**src/rtl/pipe_hazard_ctrl_pkg.sv**
```systemverilog
// Shared definitions for the pipeline hazard sequencer: FSM state encoding,
// the stall/flush control bundle and the register-address hit helper.
package pipe_hazard_ctrl_pkg;

  localparam int unsigned REG_ADDR_W = 5;
  localparam int unsigned TMR_W      = 16;

  // Sequencer states
  typedef enum logic [1:0] {
    ST_RUN        = 2'd0,
    ST_MDU_LAUNCH = 2'd1,
    ST_MDU_WAIT   = 2'd2
  } state_e;

  // Stall/flush controls for PC, IF/ID and ID/EX
  typedef struct packed {
    logic pc_stall;
    logic if_id_stall;
    logic if_id_flush;
    logic id_ex_stall;
    logic id_ex_flush;
  } pipe_ctrl_t;

  // One source operand of the ID instruction matches the EX destination
  function automatic logic src_hit(input logic                  uses,
                                   input logic [REG_ADDR_W-1:0] rs,
                                   input logic [REG_ADDR_W-1:0] rd);
    return uses && (rs == rd);
  endfunction

endpackage

```
**src/rtl/pipe_hazard_ctrl_load_use_detect.sv**
```systemverilog
// Combinational register-dependency compare between the ID sources and the EX
// destination; x0 as a destination never creates a dependency.
// Ports:
//   rs1_addr, rs2_addr  in  source registers of the ID instruction
//   uses_rs1, uses_rs2  in  ID instruction actually reads rs1 / rs2
//   rd_addr             in  destination register of the EX instruction
//   hit_c               out dependency exists (combinational)
module pipe_hazard_ctrl_load_use_detect
  import pipe_hazard_ctrl_pkg::*;
(
  input  logic [REG_ADDR_W-1:0] rs1_addr,
  input  logic [REG_ADDR_W-1:0] rs2_addr,
  input  logic                  uses_rs1,
  input  logic                  uses_rs2,
  input  logic [REG_ADDR_W-1:0] rd_addr,
  output logic                  hit_c
);

  assign hit_c = (rd_addr != '0) &&
                 (src_hit(uses_rs1, rs1_addr, rd_addr) ||
                  src_hit(uses_rs2, rs2_addr, rd_addr));

endmodule

```
**src/rtl/pipe_hazard_ctrl.sv**
```systemverilog
// Stall/flush sequencer for the IF/ID and ID/EX pipeline registers.
// Handles load-use bubbles, multi-cycle MDU operations held in EX (with a
// timeout abort) and EX-resolved redirects; counts PC-stall cycles.
// Ports:
//   clk_i, rst_ni                 clock, async active-low reset
//   id_*_i                        ID-stage instruction validity and sources
//   ex_*_i                        ID/EX register contents (valid, load, rd, M-op)
//   redirect_i                    taken jump/branch resolved in EX
//   mdu_done_i                    MDU result valid pulse
//   pc_stall_o .. id_ex_flush_o   combinational stall/flush controls
//   mdu_start_o                   registered one-cycle MDU launch pulse
//   mdu_timeout_o                 sticky MDU abort flag
//   stall_cycles_o                saturating count of PC-stall cycles
module pipe_hazard_ctrl
  import pipe_hazard_ctrl_pkg::*;
#(
  parameter int unsigned CNT_W       = 32,
  parameter int unsigned MDU_TIMEOUT = 64
) (
  input  logic                  clk_i,
  input  logic                  rst_ni,
  input  logic                  id_valid_i,
  input  logic [REG_ADDR_W-1:0] id_rs1_addr_i,
  input  logic [REG_ADDR_W-1:0] id_rs2_addr_i,
  input  logic                  id_uses_rs1_i,
  input  logic                  id_uses_rs2_i,
  input  logic                  ex_valid_i,
  input  logic                  ex_memread_i,
  input  logic [REG_ADDR_W-1:0] ex_rd_addr_i,
  input  logic                  ex_m_instr_i,
  input  logic                  redirect_i,
  input  logic                  mdu_done_i,
  output logic                  pc_stall_o,
  output logic                  if_id_stall_o,
  output logic                  if_id_flush_o,
  output logic                  id_ex_stall_o,
  output logic                  id_ex_flush_o,
  output logic                  mdu_start_o,
  output logic                  mdu_timeout_o,
  output logic [CNT_W-1:0]      stall_cycles_o
);

  state_e             state_q, state_d;
  pipe_ctrl_t         ctrl_c;
  logic [TMR_W-1:0]   timer_q;
  logic [CNT_W-1:0]   stall_cycles_q;
  logic               mdu_start_q;
  logic               mdu_timeout_q;
  logic               rd_hit_c;
  logic               load_use_c;
  logic               m_in_ex_c;
  logic               abort_c;

  // Source/destination dependency compare
  pipe_hazard_ctrl_load_use_detect u_load_use_detect (
    .rs1_addr (id_rs1_addr_i),
    .rs2_addr (id_rs2_addr_i),
    .uses_rs1 (id_uses_rs1_i),
    .uses_rs2 (id_uses_rs2_i),
    .rd_addr  (ex_rd_addr_i),
    .hit_c    (rd_hit_c)
  );

  assign load_use_c = ex_valid_i & ex_memread_i & id_valid_i & rd_hit_c;
  assign m_in_ex_c  = ex_valid_i & ex_m_instr_i;

  // State register
  always_ff @(posedge clk_i or negedge rst_ni) begin
    if (!rst_ni) begin
      state_q <= ST_RUN;
    end else begin
      state_q <= state_d;
    end
  end

  // Next state and stall/flush decode
  always_comb begin
    state_d = state_q;
    ctrl_c  = '0;
    abort_c = 1'b0;
    case (state_q)
      ST_RUN: begin
        if (redirect_i) begin
          ctrl_c.if_id_flush = 1'b1;
          ctrl_c.id_ex_flush = 1'b1;
        end else if (m_in_ex_c) begin
          ctrl_c.pc_stall    = 1'b1;
          ctrl_c.if_id_stall = 1'b1;
          ctrl_c.id_ex_stall = 1'b1;
          state_d            = ST_MDU_LAUNCH;
        end else if (load_use_c) begin
          ctrl_c.pc_stall    = 1'b1;
          ctrl_c.if_id_stall = 1'b1;
          ctrl_c.id_ex_flush = 1'b1;
        end
      end
      ST_MDU_LAUNCH, ST_MDU_WAIT: begin
        // An early done in the launch cycle releases the pipe exactly like in MDU_WAIT
        if (mdu_done_i) begin
          state_d = ST_RUN;
        end else if ((state_q == ST_MDU_WAIT) &&
                     (timer_q == TMR_W'(MDU_TIMEOUT - 1))) begin
          // Abort: drop the stuck M instruction, ID waits one more cycle
          ctrl_c.pc_stall    = 1'b1;
          ctrl_c.if_id_stall = 1'b1;
          ctrl_c.id_ex_flush = 1'b1;
          abort_c            = 1'b1;
          state_d            = ST_RUN;
        end else begin
          ctrl_c.pc_stall    = 1'b1;
          ctrl_c.if_id_stall = 1'b1;
          ctrl_c.id_ex_stall = 1'b1;
          state_d            = ST_MDU_WAIT;
        end
      end
      default: state_d = ST_RUN;
    endcase
    // Controls are forced quiet while reset is held, whatever the inputs do
    if (!rst_ni) begin
      ctrl_c = '0;
    end
  end

  // Launch pulse, MDU timer, sticky abort flag and perf counter
  always_ff @(posedge clk_i or negedge rst_ni) begin
    if (!rst_ni) begin
      mdu_start_q    <= 1'b0;
      timer_q        <= '0;
      mdu_timeout_q  <= 1'b0;
      stall_cycles_q <= '0;
    end else begin
      mdu_start_q <= (state_d == ST_MDU_LAUNCH);
      if (state_q == ST_MDU_WAIT) begin
        timer_q <= timer_q + TMR_W'(1);
      end else begin
        timer_q <= '0;
      end
      if (abort_c) begin
        mdu_timeout_q <= 1'b1;
      end
      if (ctrl_c.pc_stall && (stall_cycles_q != '1)) begin
        stall_cycles_q <= stall_cycles_q + CNT_W'(1);
      end
    end
  end

  assign pc_stall_o     = ctrl_c.pc_stall;
  assign if_id_stall_o  = ctrl_c.if_id_stall;
  assign if_id_flush_o  = ctrl_c.if_id_flush;
  assign id_ex_stall_o  = ctrl_c.id_ex_stall;
  assign id_ex_flush_o  = ctrl_c.id_ex_flush;
  assign mdu_start_o    = mdu_start_q;
  assign mdu_timeout_o  = mdu_timeout_q;
  assign stall_cycles_o = stall_cycles_q;

endmodule

```
**config.mk**
```make
export PLATFORM = sky130hd
export DESIGN_NAME = pipe_hazard_ctrl
export DESIGN_NICKNAME = d
export VERILOG_FILES = /design/src/rtl/pipe_hazard_ctrl_pkg.sv /design/src/rtl/pipe_hazard_ctrl_load_use_detect.sv /design/src/rtl/pipe_hazard_ctrl.sv
export SDC_FILE = /design/constraint.sdc
export NUM_CORES = 1
export LEC_CHECK = 0
export ABC_AREA = 1
export ABC_CLOCK_PERIOD_IN_PS = 1600
export CAP_MARGIN = 10
export CORE_ASPECT_RATIO = 1.4
export CORE_MARGIN = 2
export CORE_UTILIZATION = 48
export DETAILED_ROUTE_END_ITERATION = 10
export GPL_TIMING_DRIVEN = 0
export PLACE_DENSITY = 0.77
export SYNTH_ARGS = -nofsm -noshare
export SYNTH_HDL_FRONTEND = slang
export SYNTH_SLANG_ARGS = --single-unit
```
**constraint.sdc**
```tcl
create_clock -name clk_i -period 1.6 [get_ports clk_i]
set_input_delay 0.16 -clock clk_i [delete_from_list [all_inputs] [get_ports clk_i]]
set_output_delay 0.16 -clock clk_i [all_outputs]
set_load 0.05 [all_outputs]
```
; ---- After elaboration in Yosys (flattened, before gate mapping)
; Cells that the tools add are included.
[classes]
addsub = 2
n_eq_ne = 7
mux = 25
bitwise_logic = 4
n_reduce_logical = 9
[ops]
columns = cell, n
row1 = $add A32 B1 Y32 const B, 1
row2 = $ne A32 B32 Y1 const B, 1
row3 = $mux W2, 9
row4 = $add A16 B1 Y16 const B, 1
row5 = $eq A16 B6 Y1 const B, 1
row6 = $mux W16, 1
row7 = $pmux W2 S2, 3
row8 = $mux W1, 11
row9 = $eq A5 B5 Y1, 2
row10 = $logic_and A1 B1 Y1, 5
row11 = $mux W5, 1
row12 = $reduce_bool A5 Y1, 1
row13 = $and A1 B1 Y1, 4
row14 = $eq A2 B1 Y1 const B, 2
row15 = $eq A2 B2 Y1 const B, 1
row16 = $logic_not A2 Y1, 1
row17 = $reduce_or A2 Y1, 1
row18 = $logic_or A1 B1 Y1, 1
[word_totals]
ff_bits = 52
inputBits = 25
word_cells = 52

; ---- Logic depth before layout (Yosys ltp)
[depth]
ltp_word = 11
ltp_mapped = 12
ltp_nobuf = 11

; ---- Hierarchy
; A second synthesis with hierarchy kept.
[hier_totals]
hier_cells = 561
hier_area_um2 = 3575.9
[by_module_without_submodules]
columns = module, instances, cells_per_inst, area_per_inst_um2
row1 = pipe_hazard_ctrl, 1, 508, 3363.2
row2 = pipe_hazard_ctrl_load_use_detect, 1, 53, 212.7

; ---- Worst setup path before layout
; OpenSTA, ideal clock, no wires.
[synth_timing]
path_kind = reg2out
startpoint = register state_q[1]
endpoint = output pc_stall_o
t_arrival_ns = 2.469
required_ns = 1.440
path_slack_ns = -1.029
path_stages_with_launch = 7
path_buffers = 2
path_cell_list = dfrtp_1 ha_1 nor2_1 clkbuf_1 inv_1 a21oi_1 buf_4
[synth_via]
elab_chain_cells = 4
elab_cells_between_ends = 6
classes_between = eq/ne: 2 / mux: 2 / reduce/logical: 2
[synth_rtl]
columns = item, line_no
row1 = "start, declared", pipe_hazard_ctrl.sv:43  ; state_e state_q, state_d;
row2 = "start signal, assigned", pipe_hazard_ctrl.sv:72  ; state_q <= state_d;
row3 = $eq A2 B2 Y1 / $eq A2 B1 Y1 (equally long branches), pipe_hazard_ctrl.sv:81  ; case (state_q)
row4 = $reduce_or A2 Y1, pipe_hazard_ctrl.sv:81
row5 = $pmux W2 S2 (*), pipe_hazard_ctrl.sv:81
row6 = $mux W5 (*), pipe_hazard_ctrl.sv:119  ; if (!rst_ni) begin
row7 = "end, declared", pipe_hazard_ctrl.sv:33  ; output logic pc_stall_o,
; Mark *: on every way between the ends. The rest lies on a longest branch, timed or not.

; ---- Worst setup path in the final report
[layout_timing]
startpoint = register timer_q[0]
endpoint = output id_ex_flush_o
[layout_via]
elab_chain_cells = 6
[layout_rtl]
columns = item, line_no
row1 = "start, declared", pipe_hazard_ctrl.sv:45  ; logic [TMR_W-1:0] timer_q;
row2 = "start signal, assigned", pipe_hazard_ctrl.sv:134  ; timer_q <= timer_q + TMR_W'(1);
row3 = $eq A16 B6 Y1, pipe_hazard_ctrl.sv:102  ; (timer_q == TMR_W'(MDU_TIMEOUT - 1))) begin
row4 = $logic_and A1 B1 Y1, pipe_hazard_ctrl.sv:101  ; end else if ((state_q == ST_MDU_WAIT) &&
row5 = $mux W1, pipe_hazard_ctrl.sv:101
row6 = $mux W2, pipe_hazard_ctrl.sv:99  ; if (mdu_done_i) begin
row7 = $pmux W2 S2, pipe_hazard_ctrl.sv:81
row8 = $mux W5, pipe_hazard_ctrl.sv:119
row9 = "end, declared", pipe_hazard_ctrl.sv:37  ; output logic id_ex_flush_o,
; No other way between the ends.

==> flow_metrics.tcl <==
set metrics [dict create \
    drv_slew 0 \
    synth_area_per_cell_um2 6.64 \
    drive_above_1_share_pct 29.5 \
    path_clk_slew_ps 110 \
    synth_warnings 0 \
    r2r-end "stall_cycles_o[10]" \
    clock_path_buffers 2 \
    design.core.area_mm2 0.00727 \
    fillCellCount 558 \
    synth_nets 564 \
    dpl.cell_count 695 \
    crit_fanout 2 \
    crit_type "register to primary output" \
    num_vias 4003 \
    dp_slack_ps -1050 \
    yosysTopAreaCellShare_pct 36.7 \
    grt.met2_usage_pct 43.9 \
    die_w_um 76.7 \
    p_seq_share_pct 33.1 \
    initial_utilization_pct 48.8 \
    track_usage_pct 24.1 \
    antenna_found_initial 0 \
    ys_ff_latch 52 \
    finalCriticalPeriod_ps 1950 \
    worst_pin_slew_ps 943 \
    numClockSinks 52 \
    worstPathRequired_ps 1440 \
    grt_pass1_wl_mm 16.0 \
    ys_types 28 \
    finalSetupViolCount 39 \
    max-cap-violations 0 \
    relSlewSlack_pct 37.0 \
    die_h_um 106 \
    min_path_type "primary input to asynchronous set/reset pin" \
    wl_per_cell_um 14.4 \
    most-common-layout-cells "nand2_1 (150), nor2_1 (62), inv_1 (52)" \
    hold_viol 0 \
    reg2reg_setup_slack_ps -160 \
    fmax_mhz 514 \
    fin_crit_sh_pct 122 \
    drt-total-wl_mm 10.6 \
    fin_nets 672 \
    instances_no_fill 740 \
    rsz0062_at_grt "true" \
    grt_use_met1_pct 29.3 \
    detail_route.first_pass.iterations 5 \
    use_met3_pct 2.74 \
    setup_slack_ps -347 \
    cts-buffers-inserted 5 \
    grt_max_degree 33 \
    io_buffers 63 \
    reg2regPathDepth 10 \
    dp_hpwl_mm 7.04 \
    grt-ovfl-total 0 \
    cts_root_buffer "clkbuf_8" \
    cts_tree "yes" \
    post-route-drc-count 0 \
    grt_pass1_vias 3577 \
    final_util_pct 72.0 \
    internal-power_mw 2.72 \
    startpoint_type "register" \
    top_usage_layer "met2" \
    syn_area_mm2 0.00355 \
    htree_levels 2 \
    postPlaceCellArea_mm2 0.00445 \
    powerDensity_mw_per_mm2 898 \
    power.switching_mw 1.98 \
    area_growth_syn_to_layout_pct 47.6 \
    endpoint_kind "primary output" \
    skew_ps 10.4 \
    ios 64 \
    drt_iter0_drc 244 \
    layout_commonest_cell "nand2_1" \
    yosysTopAreaCell "dfrtp_1" \
    viasPerCell 5.41 \
    power_frac_comb_pct 49.2 \
    p_leak_nw 2.42 \
    synthTopCellsByArea "dfrtp_1 (37%), nand2_1 (20%), nor2_1 (8.0%)" \
    num_rows 37 \
    max-vdd-ir-drop_mv 0.692 \
    syn_inst 534 \
    insertion_delay_ps 330 \
    fp.dieArea_mm2 0.00810 \
    status "finished, violations left" \
    gp_congestion 0.898 \
    violations "negative setup slack" \
    finish.instance_area_mm2 0.00524 \
    yosysSeqAreaShare_pct 36.7 \
    clkPwrFrac_pct 17.8 \
    diodes 0 \
    worstPathArrival_ps 1790 \
    p_sw_share_pct 42.2 \
    ant_nets 0 \
    rr_startpoint "stall_cycles_o[0]" \
]
[power groups by stage]
stage | registers, mW | clock network [mW] | logic [mW]
2_1_floorplan | 1.74 | 0 | 0.845
3_3_place_gp | 1.57 | 0 | 1.45
3_5_place_dp | 1.58 | 0 | 1.50
4_1_cts | 1.54 | 0.843 | 1.79
5_1_grt | 1.57 | 0.894 | 2.43
6_report | 1.55 | 0.835 | 2.31
[critical path: stages, from the launching register on]
cell	delay, ps
dfrtp_1	380
ha_2	190
nand2_2	70
nor2_4	90
nand2_1	70
nor2_2	140
nand4_1	170
a21oi_4	170
buf_6	170
[Yosys cell counts (all sizes together)]
library cell,number
nand2,186
nor2,80
inv,65
dfrtp,52
nand4,41
nand3,27
xnor2,15
a21oi,14
nor3,11
buf,9
o21ai,8
xor2,8
clkbuf,5
ha,5
a31oi,3
a21boi,1
and2,1
and3,1
clkinv,1
o41ai,1
[through the flow]
step / total power, mW / TNS (ps) / hold WS, ps
6_report: 4.70 / -5130 / 438
5_1_grt: 4.89 / -7890 / 463
4_1_cts: 4.17 / -4300 / 432
3_3_place_gp: 3.03 / -147110 / 450
3_5_place_dp: 3.07 / -17390 / 162
2_1_floorplan: 2.58 / -3120 / -136
[routing by layer]
layer  wire length, µm  up-vias
met1              4270     1910
met3               545       25
li1                  -     1925
met5                 0        -
met2              5520      143
met4               299        0
[sequential cells by signal, indices dropped and copies added, names as in the netlist]
register / flops
mdu_timeout_o: 1
timer_q: 16
stall_cycles_o: 32
mdu_start_o: 1
state_q: 2
[final cells by class]
class | instances | area, µm² | share of cell area [%]
Multi-Input combinational cell | 402 | 2330 | 44.5
Sequential cell | 52 | 1340 | 25.6
Timing Repair Buffer | 102 | 965 | 18.4
Inverter | 66 | 254 | 4.85
Buffer | 13 | 126 | 2.41
Tap cell | 97 | 121 | 2.32
Clock buffer | 5 | 68.8 | 1.31
Clock inverter | 3 | 27.5 | 0.526
[worst max-delay path by stage]
stage | slack, ps | cells past startpoint | endpoint | start
CTS | -340 | 8 | id_ex_flush_o | timer_q[1]
floorplan | -220 | 6 | pc_stall_o | state_q[1]
global route | -450 | 8 | id_ex_flush_o | timer_q[1]
detailed placement | -1050 | 8 | pc_stall_o | rst_ni
finish | -350 | 8 | id_ex_flush_o | timer_q[0]
global placement | -3010 | 8 | pc_stall_o | rst_ni
[kinds of logic (layout without fill, tap and decap cells)]
family	count (synthesis)	in the layout	synth area share (%)
compound gates	27	27	4.09
xor+xnor	23	23	5.68
fa+ha+maj	5	5	1.76
buf+inv	80	189	9.21
flops	52	52	36.7
simple gates	347	347	42.6
[timing repair]
| item | in CTS | in global routing |
|---|---|---|
| gates cloned | 0 | 4 |
| endpoints found under the setup margin | 72 | 47 |
| buffers inserted | 17 | 16 |
| hold buffers | 2 | 0 |
| resized for setup | 98 | 95 |
| pin swaps | 8 | 47 |
| hold endpoints to repair | 20 | 0 |
Note: power is estimated with default switching activity, not from simulation.
==> edit, RTL diff (same settings) <==
Encoding of `state_e`: now one-hot (3 bits for 3 states).
--- a/src/rtl/pipe_hazard_ctrl_pkg.sv
+++ b/src/rtl/pipe_hazard_ctrl_pkg.sv
@@ -6,10 +6,10 @@
   localparam int unsigned TMR_W      = 16;
 
   // Sequencer states
-  typedef enum logic [1:0] {
-    ST_RUN        = 2'd0,
-    ST_MDU_LAUNCH = 2'd1,
-    ST_MDU_WAIT   = 2'd2
+  typedef enum logic [2:0] {
+    ST_RUN        = 3'b001,
+    ST_MDU_LAUNCH = 3'b010,
+    ST_MDU_WAIT   = 3'b100
   } state_e;
 
   // Stall/flush controls for PC, IF/ID and ID/EX
Function: no difference found for any inputs over 10 cycles, from zero or initial values and one cycle with rst_ni low; not proved beyond that.
==> edit against the unedited design <==
The run still ends with negative setup slack left. Worst setup slack worse by 0.18 ns. Clock skew up 0.0034 ns. Sequential cell count up 1. Count of clock-buffer cells in the layout up 1. Final area down 7.3%. Routed wire length about the same. Synthesized area down 1.4%. Critical endpoint is now id_ex_stall_o.
Power is not compared: it rests on default switching activity, and its combinational part moved more than twofold at a synthesized area within 25%.
==> edit: results (changes against the unedited design) <==
Outcome:
- The flow ran to the end, but the final reports show violations.
- The checks that failed: negative setup slack.

Critical path:
- The setup slack of the most critical reg-to-reg path is -0.37 ns (-0.21 ns).
- The number of cells on the worst reg-to-reg path was 11 (+1).
- The data arrival time at the worst-slack endpoint was 1.97 ns (+0.18 ns).
- The critical-path maximum fanout is 3 (+1).

Cells and area:
- The count of inverters other than clock inverters in the layout was 52 (-21%).
- The share of cell area taken by flip-flops and latches is 0.277 (+0.0212).
- The clock-cell share of area is 0.0247 (+0.00635).
- The total number of multi-input combinational cells is 400 (-0.50%).
- The count of clock buffers in the final design is 6 (+1).
- The final non-filler cell total is 709 (-4.2%).

Synthesis:
- The share of the synthesized netlist area taken by xor and xnor gates is 0.0802 (+0.0234).
- The net count after synthesis was 546 (-3.2%).
- The instance count of the mapped netlist came to 519 (-2.8%).
- The sequential cell area fraction in the yosys report is 0.380 (+0.0129).
- The commonest cells after synthesis are 180 x nand2_1, 86 x nor2_1, 52 x dfrtp_1, 52 x inv_1, 38 x nand4_1.

Place:
- The weighted congestion at the end of routability-driven global placement is 0.962 (+7.1%).
- The cell count after placement is 678 (-2.4%).
- The worst setup slack before clock tree synthesis is -1.18 ns (-0.132 ns).
- The half-perimeter wire length after detailed placement came to 7500 um (+6.5%).

GRT:
- The maximum number of pins on one net before global-route repair came to 41 (+24%).
- The first-pass GRT wire length is 16200 um (+0.99%).
- The total global-route track usage was 0.250 (+0.00930).

Timing:
- The count of final setup violators is 39 (unchanged).
- The aggregate negative setup slack is -13.11 ns (-7.98 ns).
- The relative slew slack is 0.546 (+0.177).
- The worst hold slack across all endpoints came to 0.438 ns (-0.000462 ns).
- The worst-case setup margin in the final layout is -0.530 ns (-0.182 ns).

Clock tree:
- The number of sinks on the clock net is 53 (+1.9%).

Drt:
- The via total after detailed routing was 3694 (-7.7%).
- The total wire length is 10600 um (about the same).
-- edit: changes by cell type after synthesis, moves of 4 or more --
cell | before | now
a21oi_1 | 14 | 10
inv_1 | 61 | 52
inv_2 | 4 | 0
nand2_1 | 185 | 180
nand3_1 | 22 | 16
nor2_1 | 76 | 86
xor2_1 | 8 | 14
-- edit: metal layers --
layer | wire [um] | share of wire | GRT usage
met3 | 381 | 0.036 | 0.0302
met1 | 4000 | 0.38 | 0.267
met5 | 0 | 0 | 0
met4 | 392 | 0.037 | 0.138
met2 | 5860 | 0.55 | 0.473
-- edit: timing repair --
item	in CTS	in global routing
setup buffers	12	4
hold endpoints to repair	52	22
endpoints found under the setup margin	75	43
pin swaps	11	10
cloned	1	1
resized for setup	99	21
-- edit: critical path, cell delays in order (launching register included) --
cell and delay, ns:
dfrtp_1 0.41, ha_4 0.16, nand2_2 0.06, nor2_4 0.10, nand2_2 0.08, nor2_4 0.10, nand4_1 0.20, nand3_2 0.16
inv_2 0.06, nor2_4 0.13, nor2_4 0.05, buf_8 0.15
